## src/rtl/pi_leaf_interface.sv

```systemverilog
// pi_leaf_interface
//   Leaf-side endpoint of a BFT network. PE transmit requests are buffered
//   in a TX FIFO and driven into the lowest-level switch as packets.
//   Packets from the switch that are addressed to this leaf go into an
//   RX FIFO for the PE. The network has no backpressure, so any packet
//   that cannot be accepted (misrouted, or RX FIFO full) is bounced
//   straight back onto bus_o. A bounce always has priority over TX traffic.
//
//   Packet layout: [p_sz-1] valid, [p_sz-2:payload_sz] dest, [payload_sz-1:0] payload.
//
//   Optional feature macro: PI_LEAF_STATS_EN adds a saturating 16-bit
//   bounce counter on output bounce_cnt.
//
// Ports
//   clk         rising-edge clock
//   reset       asynchronous active-high reset
//   bus_i       packet from the switch leaf output
//   bus_o       registered packet to the switch leaf input
//   tx_valid    PE transmit request valid
//   tx_ready    TX FIFO not full (from registered occupancy)
//   tx_addr     destination leaf address
//   tx_data     payload to send
//   rx_valid    RX FIFO non-empty
//   rx_ready    PE consumes the RX head
//   rx_data     RX head payload, first-word fall-through, zero when empty
//   bounce_cnt  bounced-packet count (PI_LEAF_STATS_EN only)
module pi_leaf_interface #(
    parameter int num_leaves = 2,
    parameter int payload_sz = 1,
    parameter int addr       = 0,
    parameter int p_sz       = 1 + $clog2(num_leaves) + payload_sz,
    parameter int fifo_depth = 4
) (
    input  logic                          clk,
    input  logic                          reset,
    input  logic [p_sz-1:0]               bus_i,
    output logic [p_sz-1:0]               bus_o,
    input  logic                          tx_valid,
    output logic                          tx_ready,
    input  logic [$clog2(num_leaves)-1:0] tx_addr,
    input  logic [payload_sz-1:0]         tx_data,
    output logic                          rx_valid,
    input  logic                          rx_ready,
    output logic [payload_sz-1:0]         rx_data
`ifdef PI_LEAF_STATS_EN
    ,
    output logic [15:0]                   bounce_cnt
`endif
);

    localparam int A  = $clog2(num_leaves);
    localparam int PW = $clog2(fifo_depth);
    localparam int EW = A + payload_sz;

    localparam logic [PW:0]   CNT_FULL = (PW+1)'(fifo_depth);
    localparam logic [PW:0]   CNT_ONE  = (PW+1)'(1);
    localparam logic [PW-1:0] PTR_ONE  = PW'(1);
    localparam logic [A-1:0]  MY_ADDR  = A'(addr);

    // TX FIFO state
    logic [EW-1:0]   tx_mem_q [fifo_depth];
    logic [PW-1:0]   tx_wr_q, tx_wr_d;
    logic [PW-1:0]   tx_rd_q, tx_rd_d;
    logic [PW:0]     tx_cnt_q, tx_cnt_d;

    // RX FIFO state
    logic [payload_sz-1:0] rx_mem_q [fifo_depth];
    logic [PW-1:0]   rx_wr_q, rx_wr_d;
    logic [PW-1:0]   rx_rd_q, rx_rd_d;
    logic [PW:0]     rx_cnt_q, rx_cnt_d;

    logic [p_sz-1:0] bus_q, bus_d;

    logic            in_vld;
    logic [A-1:0]    in_dest;
    logic            rx_full;
    logic            deliver;
    logic            bounce;
    logic            tx_push;
    logic            tx_pop;
    logic            rx_push;
    logic            rx_pop;

    assign in_vld  = bus_i[p_sz-1];
    assign in_dest = bus_i[p_sz-2:payload_sz];

    // Full checks use registered occupancy only: a same-cycle pop never
    // frees a slot for a same-cycle write.
    assign rx_full  = (rx_cnt_q == CNT_FULL);
    assign tx_ready = (tx_cnt_q != CNT_FULL);

    assign deliver = in_vld && (in_dest == MY_ADDR) && !rx_full;
    assign bounce  = in_vld && !deliver;

    assign tx_push = tx_valid && tx_ready;
    // A bounce owns the output slot, so TX waits while bounces persist.
    assign tx_pop  = !bounce && (tx_cnt_q != '0);

    assign rx_push  = deliver;
    assign rx_valid = (rx_cnt_q != '0);
    assign rx_pop   = rx_valid && rx_ready;
    // Gate the head so rx_data reads zero whenever the FIFO is empty.
    assign rx_data  = rx_valid ? rx_mem_q[rx_rd_q] : '0;

    assign bus_o = bus_q;

    always_comb begin
        tx_wr_d  = tx_wr_q;
        tx_rd_d  = tx_rd_q;
        tx_cnt_d = tx_cnt_q;
        if (tx_push) tx_wr_d = tx_wr_q + PTR_ONE;
        if (tx_pop)  tx_rd_d = tx_rd_q + PTR_ONE;
        if (tx_push && !tx_pop)      tx_cnt_d = tx_cnt_q + CNT_ONE;
        else if (!tx_push && tx_pop) tx_cnt_d = tx_cnt_q - CNT_ONE;
    end

    always_comb begin
        rx_wr_d  = rx_wr_q;
        rx_rd_d  = rx_rd_q;
        rx_cnt_d = rx_cnt_q;
        if (rx_push) rx_wr_d = rx_wr_q + PTR_ONE;
        if (rx_pop)  rx_rd_d = rx_rd_q + PTR_ONE;
        if (rx_push && !rx_pop)      rx_cnt_d = rx_cnt_q + CNT_ONE;
        else if (!rx_push && rx_pop) rx_cnt_d = rx_cnt_q - CNT_ONE;
    end

    always_comb begin
        bus_d = '0;
        if (bounce)      bus_d = bus_i;
        else if (tx_pop) bus_d = {1'b1, tx_mem_q[tx_rd_q]};
    end

    always_ff @(posedge clk or posedge reset) begin
        if (reset) begin
            tx_wr_q  <= '0;
            tx_rd_q  <= '0;
            tx_cnt_q <= '0;
            rx_wr_q  <= '0;
            rx_rd_q  <= '0;
            rx_cnt_q <= '0;
            bus_q    <= '0;
        end else begin
            tx_wr_q  <= tx_wr_d;
            tx_rd_q  <= tx_rd_d;
            tx_cnt_q <= tx_cnt_d;
            rx_wr_q  <= rx_wr_d;
            rx_rd_q  <= rx_rd_d;
            rx_cnt_q <= rx_cnt_d;
            bus_q    <= bus_d;
        end
    end

    // Storage arrays carry no reset; occupancy counters define validity.
    always_ff @(posedge clk) begin
        if (tx_push) tx_mem_q[tx_wr_q] <= {tx_addr, tx_data};
        if (rx_push) rx_mem_q[rx_wr_q] <= bus_i[payload_sz-1:0];
    end

`ifdef PI_LEAF_STATS_EN
    logic [15:0] bounce_cnt_q, bounce_cnt_d;

    always_comb begin
        bounce_cnt_d = bounce_cnt_q;
        if (bounce && (bounce_cnt_q != 16'hFFFF)) bounce_cnt_d = bounce_cnt_q + 16'd1;
    end

    always_ff @(posedge clk or posedge reset) begin
        if (reset) bounce_cnt_q <= '0;
        else       bounce_cnt_q <= bounce_cnt_d;
    end

    assign bounce_cnt = bounce_cnt_q;
`endif

endmodule

```

## config.mk

```make
export PLATFORM = sky130hd
export DESIGN_NAME = pi_leaf_interface
export DESIGN_NICKNAME = d
export VERILOG_FILES = /design/src/rtl/pi_leaf_interface.sv
export SDC_FILE = /design/constraint.sdc
export NUM_CORES = 1
export LEC_CHECK = 0
export ABC_AREA = 1
export CORE_ASPECT_RATIO = 1.4
export CORE_MARGIN = 2
export CORE_UTILIZATION = 50
export CTS_CLUSTER_SIZE = 30
export DETAILED_ROUTE_END_ITERATION = 7
export GPL_ROUTABILITY_DRIVEN = 0
export PLACE_DENSITY = 0.8
export SETUP_SLACK_MARGIN = 0.5
export SYNTH_ARGS = -nofsm -noshare
export SYNTH_HDL_FRONTEND = slang
export SYNTH_SLANG_ARGS = --single-unit
```

## constraint.sdc

```tcl
create_clock -name clk -period 1.9 [get_ports clk]
set_clock_uncertainty 0.05 [all_clocks]
set_input_delay 0.285 -clock clk [delete_from_list [all_inputs] [get_ports clk]]
set_output_delay 0.285 -clock clk [all_outputs]
set_load 0.02 [all_outputs]
```

# ---- Word-level counts from Yosys, hierarchy flattened
# Memories as Yosys holds them, arrays and structs flattened.
# Cells that the tools add are included.
dict set report totals {
  output_inout_bits 6
  mem_bits_rw 12
  elab_cells 51
  in_bits 9
  memories 2
  register_bits 17
}
# name words width read_ports rd_ports_with_merged_regs wr line
set memory_table {}
lappend memory_table {tx_mem_q 4 2 1 0 1 61} ;# logic [EW-1:0] tx_mem_q [fifo_depth];
lappend memory_table {rx_mem_q 4 1 1 0 1 67} ;# logic [payload_sz-1:0] rx_mem_q [fifo_depth];
dict set report classes {
  n_eq_ne 2
  bitwise 1
  n_reduce_logical 20
  n_mux 11
  n_addsub 8
}
# op count
set ops {}
lappend ops {{two-way mux 3 bit} 6}
lappend ops {{logical AND 1 bit} 10}
lappend ops {{adder 2 x 1 -> 2 bit (second input constant)} 4}
lappend ops {{adder 3 x 1 -> 3 bit (second input constant)} 2}
lappend ops {{zero test 1 bit} 6}
lappend ops {{nonzero test 3 bit} 2}
lappend ops {{subtractor 3 x 1 -> 3 bit (second input constant)} 2}
lappend ops {{two-way mux 1 bit} 5}
lappend ops {{nonzero test 2 bit} 2}
lappend ops {{== test 3 bit (second input constant)} 1}
lappend ops {{!= test 3 bit (second input constant)} 1}
lappend ops {{inverter 1 bit} 1}

# ---- Depth between registers and ports, before layout
# Gate-level depths: netlist (run 1).
dict set report depth {
  ltp_word 10
  depth_mapped 11
  depth_no_buf 11
}

# ---- Worst setup path after synthesis (run 1)
# No wires, ideal clock.
dict set report synth_timing {
  path_kind {register -> register}
  from {reg tx_cnt_q[0]}
  to {reg tx_cnt_q[1]}
  stages_incl_launch_ff 9
  synth_period_minus_slack_ps 2072
  arrival_time_ps 1897
  n_path_buf 0
  setup_ps 125
  t_required_ps 1725
  path_slack_ps -172
  path_cell_list {dfrtp_1 nor2_1 nand2_1 nand2_2 inv_1 ha_1 inv_1 fa_1 mux2_2}
}
dict set report synth_between {
  word_cells_on_any_way 13
  cone_classes {add/sub (2); eq/ne (1); mux (2); reduce/logical (8)}
}
# element line
set synth_lines {}
lappend synth_lines {{from (decl)} 64} ;# logic [PW:0] tx_cnt_q, tx_cnt_d;
lappend synth_lines {{from (signal assigned)} 145} ;# tx_cnt_q <= tx_cnt_d;
lappend synth_lines {{!= test 3 bit} 90} ;# assign tx_ready = (tx_cnt_q != CNT_FULL);
lappend synth_lines {{named net tx_ready} 39} ;# output logic tx_ready,
lappend synth_lines {{logical AND 1 bit} 95} ;# assign tx_push = tx_valid && tx_ready;
lappend synth_lines {{named net tx_push} 79} ;# logic tx_push;
lappend synth_lines {{logical AND 1 bit} 113} ;# if (tx_push && !tx_pop) tx_cnt_d = tx_cnt_q + CNT_ONE;
lappend synth_lines {{two-way mux 3 bit} 113}
lappend synth_lines {{named net tx_cnt_d[1]} 64}
# The timed path passes the listed nets, and every way through them passes these cells. The select of a mux whose other input is x is not followed.
# A chain may end at the register's enable or synchronous reset.

# ---- Worst setup path after layout (run 1)
dict set report layout_timing {
  from {reg rx_cnt_q[1]}
  to {reg tx_cnt_q[2]}
}
dict set report layout_between {
  elab_chain_len 10
  word_cells_on_any_way 12
  cone_classes {eq/ne (1); mux (1); reduce/logical (10)}
}
# element line
set layout_rtl {}
lappend layout_rtl {{from (decl)} 70} ;# logic [PW:0] rx_cnt_q, rx_cnt_d;
lappend layout_rtl {{from (signal assigned)} 148} ;# rx_cnt_q <= rx_cnt_d;
lappend layout_rtl {{== test 3 bit (*)} 89} ;# assign rx_full = (rx_cnt_q == CNT_FULL);
lappend layout_rtl {{zero test 1 bit (*)} 92} ;# assign deliver = in_vld && (in_dest == MY_ADDR) && !rx_full;
lappend layout_rtl {{logical AND 1 bit (*)} 92}
lappend layout_rtl {{zero test 1 bit (*)} 93} ;# assign bounce = in_vld && !deliver;
lappend layout_rtl {{logical AND 1 bit (*)} 93}
lappend layout_rtl {{zero test 1 bit (*)} 97} ;# assign tx_pop = !bounce && (tx_cnt_q != '0);
lappend layout_rtl {{logical AND 1 bit (*)} 97}
lappend layout_rtl {{zero test 1 bit} 113}
lappend layout_rtl {{logical AND 1 bit} 113}
lappend layout_rtl {{two-way mux 3 bit or nonzero test 2 bit (tied branches)} --}
# Mark *: on every way between the ends. The rest lies on a longest branch, timed or not.

==> results of run 1 <==
==> through the flow <==
stage | utilization (%) | cells | hold slack (ns) | worst slack (ns)
2_1_floorplan | - | 152 | 0.161 | -0.0275
3_3_place_gp | 64.4 | 218 | 0.459 | -0.278
3_5_place_dp | 64.4 | 218 | 0.468 | -0.326
4_1_cts | 69.9 | 230 | 0.261 | 0.0216
5_1_grt | 71.1 | 232 | 0.282 | -0.0939
6_report | 71.1 | 232 | 0.263 | 0.0159
==> worst reg2reg max path, stage by stage (launching register included) <==
cell     delay, ns
dfrtp_1       0.40
nor2_2        0.14
nand2_2       0.08
nand2_4       0.08
nand2_4       0.06
nand2_4       0.06
ha_4          0.12
inv_2         0.04
fa_2          0.36
or2_4         0.24
nand2_2       0.06
xor2_1        0.13
==> worst min path at each step <==
stage,from,to,slack (ns),cells past startpoint
2_1_floorplan,reset,bus_o[0]$_DFF_PP0_,0.16,1
3_3_place_gp,tx_rd_q[1]$_DFFE_PP0P_,tx_rd_q[1]$_DFFE_PP0P_,0.46,2
3_5_place_dp,rx_rd_q[1]$_DFFE_PP0P_,rx_rd_q[1]$_DFFE_PP0P_,0.47,1
4_1_cts,reset,tx_cnt_q[1]$_DFFE_PP0P_,0.26,3
5_1_grt,reset,bus_o[0]$_DFF_PP0_,0.28,3
6_report,reset,tx_cnt_q[1]$_DFFE_PP0P_,0.26,3
==> cells in the final DEF, fill, tap and decap left out, types with 2 or more instances in the layout <==
cell type / instances
buf_6: 2
dfrtp_1: 17
nand2_1: 28
nand2_2: 4
clkbuf_8: 5
nand3_1: 11
dlygate4sd2_1: 5
nor2_2: 6
edfxtp_1: 12
xnor2_1: 2
buf_4: 21
inv_1: 29
xor2_1: 5
nor2_1: 6
nand2_4: 4
clkdlybuf4s50_1: 6
ha_4: 2
inv_2: 3
o21ai_1: 3
ha_1: 8
==> report_power, final <==
part           switching [W]  internal (W)
registers           0.000158      0.000890
clock network       0.000238      0.000385
logic               0.000762      0.000714
==> routing by layer <==
metal | up-vias | track usage (%) | share of wire (%)
met5 | - | 0 | 0
met4 | 0 | 16.0 | 4.6
met2 | 20 | 36.5 | 56
met1 | 496 | 16.6 | 36
met3 | 10 | 5.46 | 4.0
li1 | 547 | - | -
==> what timing repair did <==
item | CTS | global route
resized for setup | 21 | 17
cloned | 0 | 0
pin swaps | 6 | 6
setup buffers | 4 | 2
endpoints found under the setup margin | 11 | 16
==> registers in the layout, indices dropped and copies added, names as in the netlist <==
signal	flops
bus_o	3
rx_cnt_q	3
rx_mem_q	4
rx_rd_q	2
rx_wr_q	2
tx_cnt_q	3
tx_mem_q	8
tx_rd_q	2
tx_wr_q	2
==> cells by family (layout without fill, tap and decap cells) <==
family	count (synthesis)	count (layout)	share of synthesized area, %
adders and majority gates	12	12	11.2
muxes	1	1	0.767
xor gates and xnor gates	8	8	4.77
AOI/OAI and AO/OA	8	8	3.07
and+or+nand+nor	61	61	18.2
DFF	29	29	53.5
buffers and inverters	33	76	8.43
==> area by class of cell <==
| type | count | area share, % |
|---|---|---|
| sequential | 29 | 39.2 |
| multi-input combinational | 90 | 32.3 |
| timing repair buffer | 35 | 14.4 |
| inverter | 33 | 6.30 |
| clock buffer | 5 | 3.43 |
| tap | 37 | 2.31 |
| clock inverter | 3 | 2.06 |
==> results by group, run 1 <==
Drt
  • Wirelength per Cell: 11.6 µm
  • DRT iter0 DRCs: 7
  • Drt pass-1 iters: 4
  • Total number of vias: 1,073
  • Vias per cell: 4.63
  • Final ANT Viol Nets: 0
  • DRC: 0
  • Final wirelength: 2690 µm

Yosys
  • Yosys Warn Count: 0
  • Asr flop ratio synth: 58.6%
  • Mapped cell area: 1470 µm²
  • Syn avg cell area: 9.66 µm²
  • Most used DFF post-synth: dfrtp_1
  • Synth area leaders: dfrtp_1 29%, edfxtp_1 25%, ha_1 8.5%, inv_1 8.4%, nand2_1 8.2%
  • Commonest cells post-synth: 33 x inv_1, 32 x nand2_1, 17 x dfrtp_1, 12 x edfxtp_1, 12 x nor2_1
  • Yosys top cell area share: 29.0%
  • Top-count cell post-synth: inv_1
  • Yosys reg bits: 29
  • Syn nets: 173
  • Cells after Synth: 152
  • Sequential fraction of the synthesis area: 53.5%
  • Post-synth top area cell: dfrtp_1
  • Post-synth EDFFs: 12
  • Yosys cell types: 20

Floorplanning
  • DIE WIDTH: 49.8 µm
  • Core box area: 2820 µm²
  • Row cnt: 23
  • Initial Util: 52.1%
  • Die area: 3390 µm²
  • IO Pins: 15
  • Vert. Die Dim: 68.1 µm

Global routing
  • Vias in the first global route: 1,130
  • Total gr overflow: 0
  • First-pass GRT wire length: 4600 µm
  • Total GRT Usage: 19.3%
  • Largest net degree at the start of global routing: 18
  • Initial antenna violation count: 0

Setup path
  • Reg2reg setup slack: 0.02 ns
  • Crit path top cell by count: nand2_4
  • CP Launch Type: flip-flop
  • Critical path's slowest cell: dfrtp_1
  • Critical path's top delay family: simple AND/OR/NAND/NOR gates
  • Crit-path cells: nor2_2, nand2_2, nand2_4, nand2_4, nand2_4, ha_4, inv_2, fa_2, or2_4, nand2_2, xor2_1
  • Worst Setup EP: tx_cnt_q[2]$_DFFE_PP0P_
  • Worst Setup SP: rx_cnt_q[1]$_DFFE_PP0P_
  • Worst reg2reg path depth: 11
  • CP endpoint kind: flip-flop
  • Worst stage delay on the critical path: 0.40 ns
  • Crit path depth: 11
  • Critical path data required time: 2.06 ns
  • CP max FO: 3
  • Critical path class: reg -> reg
  • Worst R2R Start: rx_cnt_q[1]$_DFFE_PP0P_
  • Reg2reg end: tx_cnt_q[2]$_DFFE_PP0P_
  • WP buf/inv: 1
  • Worst Path Arrival: 2.04 ns

Place
  • # port buffers: 14
  • Post-DP Area: 1820 µm²
  • Detail Placement HPWL: 1990 µm

Hold path
  • HP Class: in -> async

Timing
  • Setup violations, final: 0
  • Setup TNS: 0 ns
  • Slew HR: 84.0%
  • Final Hold Viols: 0
  • Max-slew violations: 0
  • Max Freq: 0.531 GHz
  • RSZ-0062 raised after global routing: yes
  • Fin crit period: 1.88 ns
  • Crit share post-route: 99.2%
  • Actual slew at the worst max-slew pin: 0.240 ns

Pwr
  • Peak supply drop: 0.978 mV
  • Pwr Total: 0.00315 W
  • Leakage: 0.968 nW
  • Power density over the cells: 1570 nW/µm²

Cells and area
  • Share of layout cells above drive strength 1: 29.7%
  • # fillers: 216
  • Final net count: 215
  • Area of the multi-input gates: 648 µm²
  • Flip-flop and latch area: 786 µm²
  • Post-route design area: 2010 µm²
  • ANT cells: 0
  • Synthesis-to-finish area growth: 36.5%

Job
  • Max cap viols: 0

Clocking
  • H-Tree Depth: 2
  • Hold_buf cts: 0
  • Clock sink count: 29
  • CTS root buf: clkbuf_8
  • Clock Path Buffers: 2
  • Clock slew at reported path FFs: 0.06 ns
  • Clock Latency Late Sink: 0.28 ns
  • CTS tree: built
  • CTS buffer count: 5

Status
  • Result of the run: finished, final reports clean
Note: power is estimated with default switching activity, not from simulation.
==> inputs of run 2 (changes only) <==
--- a/config.mk
+++ b/config.mk
@@ -8,11 +8,11 @@
 export ABC_AREA = 1
 export CORE_ASPECT_RATIO = 1.4
 export CORE_MARGIN = 2
-export CORE_UTILIZATION = 50
+export CORE_UTILIZATION = 37
 export CTS_CLUSTER_SIZE = 30
 export DETAILED_ROUTE_END_ITERATION = 7
 export GPL_ROUTABILITY_DRIVEN = 0
-export PLACE_DENSITY = 0.8
+export PLACE_DENSITY = 0.64
 export SETUP_SLACK_MARGIN = 0.5
 export SYNTH_ARGS = -nofsm -noshare
 export SYNTH_HDL_FRONTEND = slang
==> results by group, run 2 (same netlist as run 1, synthesis figures left out) <==
Clocking
  • CTS tree: built
  • H-Tree Depth: 2 (unchanged)
  • Clock sink count: 29 (unchanged)
  • Clock Latency Late Sink: 0.28 ns (about the same)
  • Clock Path Buffers: 2 (unchanged)
  • Hold_buf cts: 0 (unchanged)
  • CTS root buf: clkbuf_8
  • CTS buffer count: 5 (unchanged)
  • Clock slew at reported path FFs: 0.06 ns (about the same)

Global routing
  • Total gr overflow: 0 (unchanged)
  • Vias in the first global route: 1,210 (+7.1%)
  • First-pass GRT wire length: 4860 µm (+5.9%)
  • Total GRT Usage: 14.5% (-4.8 points)
  • Global routing usage on met2: 27.5% (-9.0 points)
  • Largest net degree at the start of global routing: 18 (unchanged)
  • Gr busiest metal: met2
  • GR Layer Usage met3: 4.45% (-1.0 points)
  • Met1 usage: 13.2% (-3.4 points)
  • Initial antenna violation count: 0 (unchanged)

Cells and area
  • Most frequent cells in the layout: 28 x inv_1, 26 x buf_4, 23 x nand2_1
  • Largest regs: tx_mem_q (8), rx_mem_q (4)
  • Final Non-Filler Cells: 248 (+6.9%)
  • Area of the multi-input gates: 723 µm² (+12%)
  • Largest Register: tx_mem_q
  • Post-route design area: 2200 µm² (+9.5%)
  • # fillers: 340 (+57%)
  • ANT cells: 0 (unchanged)
  • Final net count: 225 (+4.7%)
  • Flip-flop and latch area: 786 µm² (unchanged)
  • Commonest non-fill, non-tap cell in the layout: inv_1
  • Synthesis-to-finish area growth: 49.6%
  • Share of layout cells above drive strength 1: 38.5% (+8.8 points)
  • Max reg flops: 8 (unchanged)

Place
  • # port buffers: 14 (unchanged)
  • Placed Cells: 227 (+4.1%)
  • Setup WS pre-CTS: -0.327 ns (-0.00136 ns)
  • Detail Placement HPWL: 2100 µm (+5.6%)
  • Post-DP Area: 1850 µm² (+1.7%)

Setup path
  • Critical path data required time: 2.01 ns (-0.05 ns)
  • Crit path top cell by count: nand2_4
  • CP endpoint kind: flip-flop
  • CP Launch Type: flip-flop
  • WP buf/inv: 3 (+2)
  • Worst stage delay on the critical path: 0.39 ns (about the same)
  • Critical path class: reg -> reg
  • Critical path's top delay family: adder cells
  • Critical path's slowest cell: dfrtp_1
  • Worst Path Arrival: 2.00 ns (-0.04 ns)
  • CP max FO: 2 (-1)
  • Crit-path cells: nor2_2, buf_4, buf_6, nand2_4, nand2_4, ha_4, inv_4, fa_2, nand2_2, nand3_2, xor2_1

Hold path
  • HP Class: in -> async

Status
  • Result of the run: finished, final reports clean

Floorplanning
  • IO Pins: 15 (unchanged)
  • Row cnt: 27 (+17%)
  • Core box area: 3880 µm² (+38%)
  • Initial Util: 37.8% (-14 points)
  • Die area: 4500 µm² (+33%)
  • DIE WIDTH: 57.3 µm (+15%)
  • Vert. Die Dim: 78.6 µm (+15%)

Job
  • Max cap viols: 0 (unchanged)

Timing
  • Max-slew violations: 0 (unchanged)
  • Setup TNS: 0 ns (unchanged)
  • Setup violations, final: 0 (unchanged)
  • Actual slew at the worst max-slew pin: 0.231 ns (-0.00971 ns)
  • Hold Slack: 0.274 ns (+0.0106 ns)
  • Final worst slack: 0.0128 ns (-0.00316 ns)
  • Final Hold Viols: 0 (unchanged)
  • Crit share post-route: 99.3% (+0.17 points)
  • Max Freq: 0.530 GHz (-0.17%)
  • Slew HR: 84.5% (+0.48 points)
  • RSZ-0062 raised after global routing: yes
  • Fin crit period: 1.89 ns (+0.00316 ns)

Pwr
  • Leakage: 1.05 nW (+8.7%)
  • Power density over the cells: 1580 nW/µm² (+0.42%)
  • Peak supply drop: 0.905 mV (-7.4%)

Drt
  • Drt pass-1 iters: 4 (unchanged)
  • DRT iter0 DRCs: 21 (+14)
  • Wirelength per Cell: 12.5 µm (+7.5%)
  • Total number of vias: 1,134 (+5.7%)
  • Final ANT Viol Nets: 0 (unchanged)
  • Vias per cell: 4.57 (-1.1%)
  • DRC: 0 (unchanged)
  • Final wirelength: 3100 µm (+15%)
run 2: final cells by class:
| class | count | area share [%] |
|---|---|---|
| well taps | 43 | 2.45 |
| repair buffers | 45 | 17.9 |
| clock buffers | 6 | 3.30 |
| flip-flops and latches | 29 | 35.8 |
| multi-input cells | 90 | 32.9 |
| inverters | 33 | 6.09 |
| clock inverters | 2 | 1.59 |
run 2: routing by layer:
metal	vias up	share of wire [%]
li1	565	-
met1	535	37
met2	24	56
met3	10	4.0
met4	0	2.4
met5	-	0
run 2: metrics by stage:
step / power [W] / utilization [%]
floorplan: 0.00190 / -
global placement: 0.00236 / 47.5
detailed placement: 0.00244 / 47.5
CTS: 0.00323 / 52.6
global route: 0.00372 / 56.6
finish: 0.00346 / 56.6
run 2: worst paths after layout:
path	endpoint	depth (start not counted)	from	slack [ns]
min	rx_cnt_q[0]$_DFFE_PP0P_	3	reset	0.27
max	rx_cnt_q[2]$_DFFE_PP0P_	11	rx_cnt_q[0]$_DFFE_PP0P_	0.01
min reg2reg	rx_rd_q[1]$_DFFE_PP0P_	1	rx_rd_q[1]$_DFFE_PP0P_	0.46
max reg2reg	rx_cnt_q[2]$_DFFE_PP0P_	11	rx_cnt_q[0]$_DFFE_PP0P_	0.01
max in group asynchronous	tx_rd_q[0]$_DFFE_PP0P_	3	reset	1.33
min in group clk	bus_o[1]$_DFF_PP0_	3	bus_i[1]	0.35
run 2: power breakdown:
part	switching [W]	internal, W
sequential	0.000167	0.000890
clock	0.000230	0.000388
combinational	0.000888	0.000898
run 2: repair_timing:
action / CTS / global route
pin swaps: 15 / 10
gates resized for setup: 37 / 28
setup buffers: 5 / 8
endpoints found under the hold margin: 0 / 0
endpoints found under the setup margin: 11 / 13
run 2: worst reg2reg max path: cells and delay by family (launching register included):
family,cells,cell delay (ns)
adders and majority gates,2,0.50
buffers and inverters,3,0.26
and+or+nand+nor,5,0.43
xor gates and xnor gates,1,0.14
DFF,1,0.39
==> inputs of run 3 (changes only) <==
--- a/config.mk
+++ b/config.mk
@@ -14,6 +14,7 @@
 export GPL_ROUTABILITY_DRIVEN = 0
 export PLACE_DENSITY = 0.64
 export SETUP_SLACK_MARGIN = 0.5
+export SLEW_MARGIN = 25
 export SYNTH_ARGS = -nofsm -noshare
 export SYNTH_HDL_FRONTEND = slang
 export SYNTH_SLANG_ARGS = --single-unit
==> results of run 3 <==
Final layout, timing and power as in run 2 (identical DEF).
